===== src/rtl/seq_alu.sv =====
// rtl/seq_alu.sv - registered ALU with start/done handshake and iterative shift-add multiply
//
// Ports:
//   clk      rising-edge clock
//   rst      asynchronous, active-high reset
//   start    request, accepted only when busy=0
//   ALU_op   operation code, sampled with start
//   val_A    operand A, sampled with start
//   val_B    operand B, sampled with start
//   ALU_out  registered result
//   Z, N, V  registered zero / negative / overflow flags
//   busy     high while a multiply is in progress
//   done     one-cycle pulse when ALU_out and flags have just updated

module seq_alu #(
    parameter int WIDTH = 16
) (
    input  logic             clk,
    input  logic             rst,
    input  logic             start,
    input  logic [2:0]       ALU_op,
    input  logic [WIDTH-1:0] val_A,
    input  logic [WIDTH-1:0] val_B,
    output logic [WIDTH-1:0] ALU_out,
    output logic             Z,
    output logic             N,
    output logic             V,
    output logic             busy,
    output logic             done
);

    localparam int CNT_W = $clog2(WIDTH) + 1;

    localparam logic [2:0] OP_ADD  = 3'b000;
    localparam logic [2:0] OP_SUB  = 3'b001;
    localparam logic [2:0] OP_AND  = 3'b010;
    localparam logic [2:0] OP_NOTB = 3'b011;
    localparam logic [2:0] OP_MUL  = 3'b100;
    localparam logic [2:0] OP_LSL  = 3'b101;
    localparam logic [2:0] OP_LSR  = 3'b110;
    localparam logic [2:0] OP_ASR  = 3'b111;

    typedef enum logic {
        ST_IDLE = 1'b0,
        ST_MUL  = 1'b1
    } state_t;

    state_t state, state_nxt;

    logic [CNT_W-1:0]   cnt;
    logic [2*WIDTH-1:0] mcand;
    logic [WIDTH-1:0]   mplier;
    logic [2*WIDTH-1:0] acc;
    logic [2*WIDTH-1:0] acc_nxt;

    logic               accept;
    logic               mul_start;
    logic               mul_last;
    logic               load_en;
    logic [WIDTH-1:0]   res_d;
    logic               v_d;

    logic [WIDTH-1:0]   alu_res;
    logic               alu_v;

    // Single-cycle datapath for every op except MUL.
    always_comb begin
        alu_res = '0;
        alu_v   = 1'b0;
        case (ALU_op)
            OP_ADD: begin
                alu_res = val_A + val_B;
                alu_v   = (val_A[WIDTH-1] == val_B[WIDTH-1]) &&
                          (alu_res[WIDTH-1] != val_A[WIDTH-1]);
            end
            OP_SUB: begin
                alu_res = val_A - val_B;
                alu_v   = (val_A[WIDTH-1] != val_B[WIDTH-1]) &&
                          (alu_res[WIDTH-1] != val_A[WIDTH-1]);
            end
            OP_AND:  alu_res = val_A & val_B;
            OP_NOTB: alu_res = ~val_B;
            OP_LSL:  alu_res = {val_B[WIDTH-2:0], 1'b0};
            OP_LSR:  alu_res = {1'b0, val_B[WIDTH-1:1]};
            OP_ASR:  alu_res = {val_B[WIDTH-1], val_B[WIDTH-1:1]};
            default: begin
                alu_res = '0;
                alu_v   = 1'b0;
            end
        endcase
    end

    // One shift-add step; on the final step this is the full product.
    assign acc_nxt = acc + (mplier[0] ? mcand : '0);

    // State register.
    always_ff @(posedge clk or posedge rst) begin
        if (rst) begin
            state <= ST_IDLE;
        end else begin
            state <= state_nxt;
        end
    end

    // Next-state logic.
    always_comb begin
        state_nxt = state;
        case (state)
            ST_IDLE: if (start && ALU_op == OP_MUL) state_nxt = ST_MUL;
            ST_MUL:  if (cnt == CNT_W'(1))         state_nxt = ST_IDLE;
            default: state_nxt = ST_IDLE;
        endcase
    end

    // Output / control decode.
    always_comb begin
        busy      = (state == ST_MUL);
        accept    = (state == ST_IDLE) && start;
        mul_start = accept && (ALU_op == OP_MUL);
        mul_last  = (state == ST_MUL) && (cnt == CNT_W'(1));
        load_en   = (accept && !mul_start) || mul_last;
        if (mul_last) begin
            res_d = acc_nxt[WIDTH-1:0];
            v_d   = |acc_nxt[2*WIDTH-1:WIDTH];
        end else begin
            res_d = alu_res;
            v_d   = alu_v;
        end
    end

    // Multiply engine: operands are latched once and ignore the ports
    // until the product is written back.
    always_ff @(posedge clk or posedge rst) begin
        if (rst) begin
            cnt    <= '0;
            mcand  <= '0;
            mplier <= '0;
            acc    <= '0;
        end else if (mul_start) begin
            cnt    <= CNT_W'(WIDTH);
            mcand  <= {{WIDTH{1'b0}}, val_A};
            mplier <= val_B;
            acc    <= '0;
        end else if (state == ST_MUL) begin
            cnt    <= cnt - CNT_W'(1);
            mcand  <= {mcand[2*WIDTH-2:0], 1'b0};
            mplier <= {1'b0, mplier[WIDTH-1:1]};
            acc    <= acc_nxt;
        end
    end

    // Result and flag registers hold between loads.
    always_ff @(posedge clk or posedge rst) begin
        if (rst) begin
            ALU_out <= '0;
            Z       <= 1'b0;
            N       <= 1'b0;
            V       <= 1'b0;
            done    <= 1'b0;
        end else begin
            done <= load_en;
            if (load_en) begin
                ALU_out <= res_d;
                Z       <= (res_d == '0);
                N       <= res_d[WIDTH-1];
                V       <= v_d;
            end
        end
    end

endmodule


===== config.mk =====
export PLATFORM = sky130hd
export DESIGN_NAME = seq_alu
export DESIGN_NICKNAME = d
export VERILOG_FILES = /design/src/rtl/seq_alu.sv
export SDC_FILE = /design/constraint.sdc
export NUM_CORES = 1
export LEC_CHECK = 0
export ABC_AREA = 1
export CAP_MARGIN = 20
export CORE_UTILIZATION = 45
export CTS_BUF_LIST = sky130_fd_sc_hd__clkbuf_8
export DETAILED_ROUTE_END_ITERATION = 12
export MAX_ROUTING_LAYER = met4
export PLACE_DENSITY = 0.67
export SETUP_SLACK_MARGIN = 0.1
export SYNTH_ARGS = -nofsm -noshare
export SYNTH_HDL_FRONTEND = slang
export SYNTH_SLANG_ARGS = --single-unit

===== constraint.sdc =====
create_clock -name clk -period 10.26 [get_ports clk]
set_input_delay 2.052 -clock clk [delete_from_list [all_inputs] [get_ports clk]]
set_output_delay 2.052 -clock clk [all_outputs]
set_load 0.03 [all_outputs]

==> out/qor.txt <==
CTS tree: yes
Ant diodes: 0
Post-synth EDFFs: 0
Max H-tree Level: 3
Cell count after synthesis: 1410
GR Overflow Total: 0
Final net count: 1545
Async set or reset register ratio after synthesis: 100%
Number of fill cells: 2086
Worst flop-to-flop path startpoint: mplier[0]
Die span in y: 144 um
Number of top-level pins: 59
First-pass GRT wire length: 46100 um
CTS resizes: 0
Clock sinks: 105
Worst slew pin tran: 1060 ps
Vias per inst: 5.50
Hold WC Path Type: reg -> reg
Slew headroom: 29.3%
Post-CTS setup buffer count: 0
Status: completed
Yosys top cell by area: dfrtp_1
Slowest library cell on the worst path: clkdlybuf4s50_1
Layout cells sized above 1: 3.12%
Largest net degree at the start of global routing: 67
Crit end category: register
Count of buffer and inverter cells on the critical path: 5
RSZ-0062 raised after global routing: no
Worst-path clk slew: 120 ps
Synth area leaders: dfrtp_1, nand2_1, ha_1, inv_1, nand3_1
Setup TNS Final: 0 ps
CP required: 10550 ps
CTS Buf Count: 9
Crit-path max FO: 55
Row cnt: 51
Max Freq: 0.212 GHz
Min Hold Slack: 497 ps
Final ANT Viol Nets: 0
CP delay by family, top: buffers and inverters
Critical-path cell list: clkdlybuf4s50_1 > nor2_2 > nand2_2 > nor3_4 > inv_2 > nand2_1 > buf_4 > inv_2 > buf_12 > a22o_1
Clock latency on the worst-skew pair: 410 ps
Post-DP HPWL: 22800 um
Vias in the first global route: 8672
Max Cap Viol: 0
Max Slew Vio Count: 0
Seq cells post-synth: 105
Crit path largest cell delay: 630 ps
Die width: 144 um
Seq/Total Area, Yosys: 28.8%
Gp weighted congestion: 0.994
Routed WL per cell: 17.0 um
Post-Route WL: 29100 um
Vias: 9405
WL met2: 13800 um
Leak: 5.22 nW
CTS Hold Bufs: 0
Crit path DAT: 5020 ps
Cell repeated most along the worst path: inv_2
Clock root cell: clkbuf_8
Post-Route M1 WL: 12700 um
IO buf count: 58
Core area: 19700 um2
Synth cell types: 48
HP Start: V
Syn Nets: 1516
Die ar.: 20800 um2
Total GRT Usage: 30.0%
Final Hold Fails: 0
Avg Cell Area, Syn: 6.47 um2
Setup crit start: ALU_op[1]
Final setup fails: 0
Type of origin of the critical path: input port
Met3 Wirelength: 1590 um
Starting density of the core: 46.4%
Crit path time final: 4720 ps
Total power per unit cell area: 197 nW/um2
Inst Count DP: 1692
Syn Std Cell Area: 9120 um2
Final worst-path cycle share: 46.0%
Non-Filler Instances: 1709
Layout area overhead: 10.2%
First drt pass iteration count: 6
Post-route DRC: 0
1st-iter DRT viols: 625
Ys flop type: dfrtp_1
Fin Clk Skew: 17.0 ps
Initial antenna violation count: 0
Critical setup path kind: in -> reg
CTS Buffer Depth: 2
Top routing layer used: met4
Max IR drop VDD: 0.0938 mV
Synth top area share: 28.8%
Ys Warns: 0
==> flip-flops by register name (all words and copies together), names as in the netlist <==
register  count
done          1
mcand        32
busy          1
Z             1
cnt           5
mplier       16
acc          32
ALU_out      16
V             1
==> per-layer routing <==
layer	track usage, %	vias to the layer above
met5	-	-
met4	10.6	0
met3	3.84	65
met2	48.7	306
met1	38.4	4395
li1	-	4639
==> final cells by class <==
type / instances / area, um2 / area share (%)
multi-input combinational: 1047 / 5450 / 54.2
inverter: 212 / 801 / 7.97
clock inverter: 7 / 83.8 / 0.834
tap: 265 / 332 / 3.30
sequential: 105 / 2630 / 26.1
timing repair buffer: 64 / 638 / 6.35
clock buffer: 9 / 124 / 1.23
==> metrics by stage <==
step | instance area [um2] | util (%) | total power, mW | setup slack [ps]
final | 10100 | 51.1 | 1.98 | 5540
after global routing | 10100 | 51.1 | 2.14 | 5340
after global placement | 9820 | 50.0 | 1.68 | 4990
after floorplan | 9120 | - | 1.38 | 5450
after detailed placement | 9820 | 50.0 | 1.69 | 4900
after CTS | 10000 | 51.0 | 1.97 | 5310
==> worst register-to-register path: stages (launching register included) <==
cell and delay (ps):
dfrtp_1 1060, nand2_1 100, inv_1 90, ha_1 170, inv_1 60, fa_1 410
nand3b_1 180, nand2_1 160, nand2_1 70, nand2_1 160, nand2_1 70, nand2_1 160
nand2_1 100, nand3_1 80, nand2_1 70, nor2_1 110, nand3_1 150, nor2_1 120
nand3_1 110, nand2_1 100, nand2_1 50
==> cells in the final DEF (no fill, tap or decap), types with 8 or more instances in the layout <==
cell             count
xnor2_1              8
o211ai_1            15
a21oi_1             70
clkbuf_8             9
nand2_1            437
nor2_1             115
inv_1              204
nor3_1              13
a22oi_1             13
nand4_1             13
o21ai_0             70
nand3_1            127
dfrtp_1            105
clkdlybuf4s50_1     58
nand3b_1             9
o22ai_1             32
ha_1                65
==> worst paths after layout <==
kind,slack [ps],endpoint,cells past startpoint
max in group asynchronous,6990,acc[11],3
max reg2reg,6590,V,20
max,5540,acc[17],10
min in group asynchronous,2040,ALU_out[2],2
min reg2reg,500,V,2
min,500,V,2
==> Yosys cell counts (2+ instances only) <==
library cell and count:
dfrtp_1 105, a21oi_2 3, a221oi_1 3, a21o_1 2, nor2_1 115, nor3_1 13
a31oi_1 5, a211oi_1 2, and2_1 2, buf_2 15, nor2_2 2, a22o_1 6
nor3_2 2, xor2_1 7, o211ai_1 15, ha_1 65, o22ai_1 32, nand3_1 127
xnor2_1 8, nand4_1 13, nand3b_1 9, nand2_2 2, o221ai_1 3, buf_4 3
inv_2 6, fa_1 3, a22oi_1 13, o21ai_0 70, o21bai_1 7, clkbuf_1 22
a21oi_1 70, inv_1 205, nand2_1 437, clkbuf_8 4
==> cells by family (layout without fill, tap and decap cells) <==
kind of cell             Yosys count  in the layout  share of synthesized area, %
adder cells (fa/ha/maj)           68             68                          9.57
AND/OR/NAND/NOR                  730            730                          33.5
XOR/XNOR                          15             15                          1.44
buffers and inverters            258            292                          11.5
flip-flops                       105            105                          28.8
AO/OA/AOI/OAI                    234            234                          15.2
==> where the power goes <==
group	switching (mW)	leakage [nW]	internal [mW]	total [mW]
combinational	0.660	3.74	0.353	1.01
sequential	0.118	1.38	0.575	0.692
clock	0.176	0.105	0.0984	0.274
total	0.954	5.22	1.03	1.98
(Power assumes the default switching activity.)
==> edit, RTL diff (same settings) <==
Change the parameter `WIDTH` from 16 to 8.
--- a/src/rtl/seq_alu.sv
+++ b/src/rtl/seq_alu.sv
@@ -13,7 +13,7 @@
 //   done     one-cycle pulse when ALU_out and flags have just updated
 
 module seq_alu #(
-    parameter int WIDTH = 16
+    parameter int WIDTH = 8
 ) (
     input  logic             clk,
     input  logic             rst,
Ports: changed (resized ALU_out, val_A and val_B); port bits go from 59 to 35. The function was not compared with the original's and may differ.
==> edit against the unedited design <==
- power down 50%
- first-iteration DRC count down 62%
- clock skew down 0.0073 ns
- sequential cell count down 49
- design area down 51%
- non-clock buffer count down 29
- routed wire length down 61%
- area after synthesis down 51%
- worst setup slack better by 0.51 ns
- critical path type unchanged
- count of clock-buffer cells in the layout down 4
- hold slack worse by 0.00077 ns
- largest cell class unchanged
- critical path depth down 1
- combinational power down 54%
==> edit: results (changes against the unedited design) <==
Most frequent cells after synthesis - nand2_1 (187), inv_1 (80), nand3_1 (57), dfrtp_1 (56), nor2_1 (49) (was nand2_1 (437), inv_1 (205), nand3_1 (127), nor2_1 (115), dfrtp_1 (105))
Gpl congestion - 0.992 (was 0.994)
Post-synthesis sequential area ratio - 31.6% (was 28.8%)
Ranking of synthesized cells by area - dfrtp_1 (32%), nand2_1 (16%), ha_1 (9.3%) (was dfrtp_1 (29%), nand2_1 (18%), ha_1 (8.9%))
Yosys warns - 0 (unchanged)
Post-Synthesis Net Count - 702 (was 1,516)
Later-pin clock latency in the skew report - 0.31 ns (was 0.41 ns)
Run status - completed (unchanged)
Clock skew - 0.00979 ns (was 0.0170 ns)
Cells after DPL - 786 (was 1,692)
Iter 0 DRT Violations - 236 (was 625)
CTS Buf Count - 5 (was 9)
Crit path max-delay family - buffers and inverters (unchanged)
Largest net degree at the start of global routing - 57 (was 67)
Total Routing Usage GR - 24.8% (was 30.0%)
Static Leak - 2.62 nW (was 5.22 nW)
Post-synthesis cell type count - 38 (was 48)
Worst-path fanout max - 32 (was 55)
Worst path max stage delay - 0.71 ns (was 0.63 ns)
Average routed wire per standard cell - 14.4 um (was 17.0 um)
Worst-path clk slew - 0.10 ns (was 0.12 ns)
Dpl hpwl - 8840 um (was 22,800 um)
Post-cts resize count - 0 (unchanged)
Filler Cell Count - 972 (was 2,086)
VDD IR-drop max - 0.0823 mV (was 0.0938 mV)
Synthesized area per cell - 6.88 um^2 (was 6.47 um^2)
H-tree depth - 2 (was 3)
Layout cell share with drive strength beyond 1 - 6.77% (was 3.12%)
Vias in the first global route - 4,100 (was 8,672)
First-pass GRT wire length - 19,600 um (was 46,100 um)
DR vias/cell - 5.38 (was 5.50)
Final net count - 722 (was 1,545)
Tightest Pin Transition - 0.968 ns (was 1.06 ns)
Port bufs - 34 (was 58)
CP arrival - 4.42 ns (was 5.02 ns)
Largest registers - acc x16, mcand x16 (was acc x32, mcand x32)
edit: changes by cell type after synthesis, moves of 12 or more:
cell	delta
a21oi_1	-46
clkbuf_1	-15
dfrtp_1	-49
ha_1	-32
inv_1	-125
nand2_1	-250
nand3_1	-70
nor2_1	-66
nor3_1	-12
o21ai_0	-39
o22ai_1	-22
edit: layout make-up:
| cell class | count | area (um^2) | area share [%] |
|---|---|---|---|
| timing repair buffer | 35 | 348 | 7.05 |
| tap | 129 | 161 | 3.27 |
| clock buffer | 5 | 68.8 | 1.39 |
| inverter | 92 | 345 | 6.99 |
| multi-input combinational | 474 | 2570 | 52.1 |
| clock inverter | 3 | 42.5 | 0.862 |
| sequential | 56 | 1400 | 28.4 |
edit: layer usage:
layer / part of all wire (%) / routed length [um] / track usage (%)
met5: 0 / 0 / -
met4: 0.99 / 114 / 6.69
met3: 6.0 / 686 / 2.76
met2: 47 / 5430 / 40.0
met1: 46 / 5240 / 33.1
edit: cell families after synthesis:
family                   after synthesis  synth area share [%]
AO/OA/AOI/OAI                        101                  13.8
XOR/XNOR                               9                  1.95
adder cells (fa/ha/maj)               36                  10.7
buffers and inverters                114                  10.4
flip-flops                            56                  31.6
AND/OR/NAND/NOR                      328                  31.6
edit: where the power goes:
part           internal [mW]  switching (mW)
combinational          0.171           0.293
sequential             0.301          0.0684
clock                 0.0729          0.0739
total                  0.545           0.435
edit: final timing paths:
path                                   startpoint                      to  slack [ns]  cells past startpoint
max                                     ALU_op[1]      acc[3]$_DFFE_PP0P_        6.05                      9
min                        ALU_out[4]$_DFFE_PP0P_  ALU_out[4]$_DFFE_PP0P_        0.50                      2
max reg2reg                        busy$_DFF_PP0_           Z$_DFFE_PP0P_        7.32                     10
min reg2reg                ALU_out[4]$_DFFE_PP0P_  ALU_out[4]$_DFFE_PP0P_        0.50                      2
max in group asynchronous                     rst           Z$_DFFE_PP0P_        7.54                      3
min in group asynchronous                     rst      cnt[1]$_DFFE_PP0P_        2.24                      3
edit: worst min-delay path, stage by stage, from the launching register on:
cell     delay (ns)
dfrtp_1        0.36
nand2_1        0.05
o21ai_0        0.06
edit: stage by stage:
stage | worst slack (ns) | power, mW | utilization (%) | cell area (um^2)
6_report | 6.05 | 0.980 | 52.7 | 4940
3_5_place_dp | 5.75 | 0.836 | 51.5 | 4830
5_1_grt | 5.86 | 1.06 | 52.7 | 4940
2_1_floorplan | 6.74 | 0.697 | - | 4430
3_3_place_gp | 5.80 | 0.825 | 51.5 | 4830
4_1_cts | 6.07 | 0.984 | 52.7 | 4940
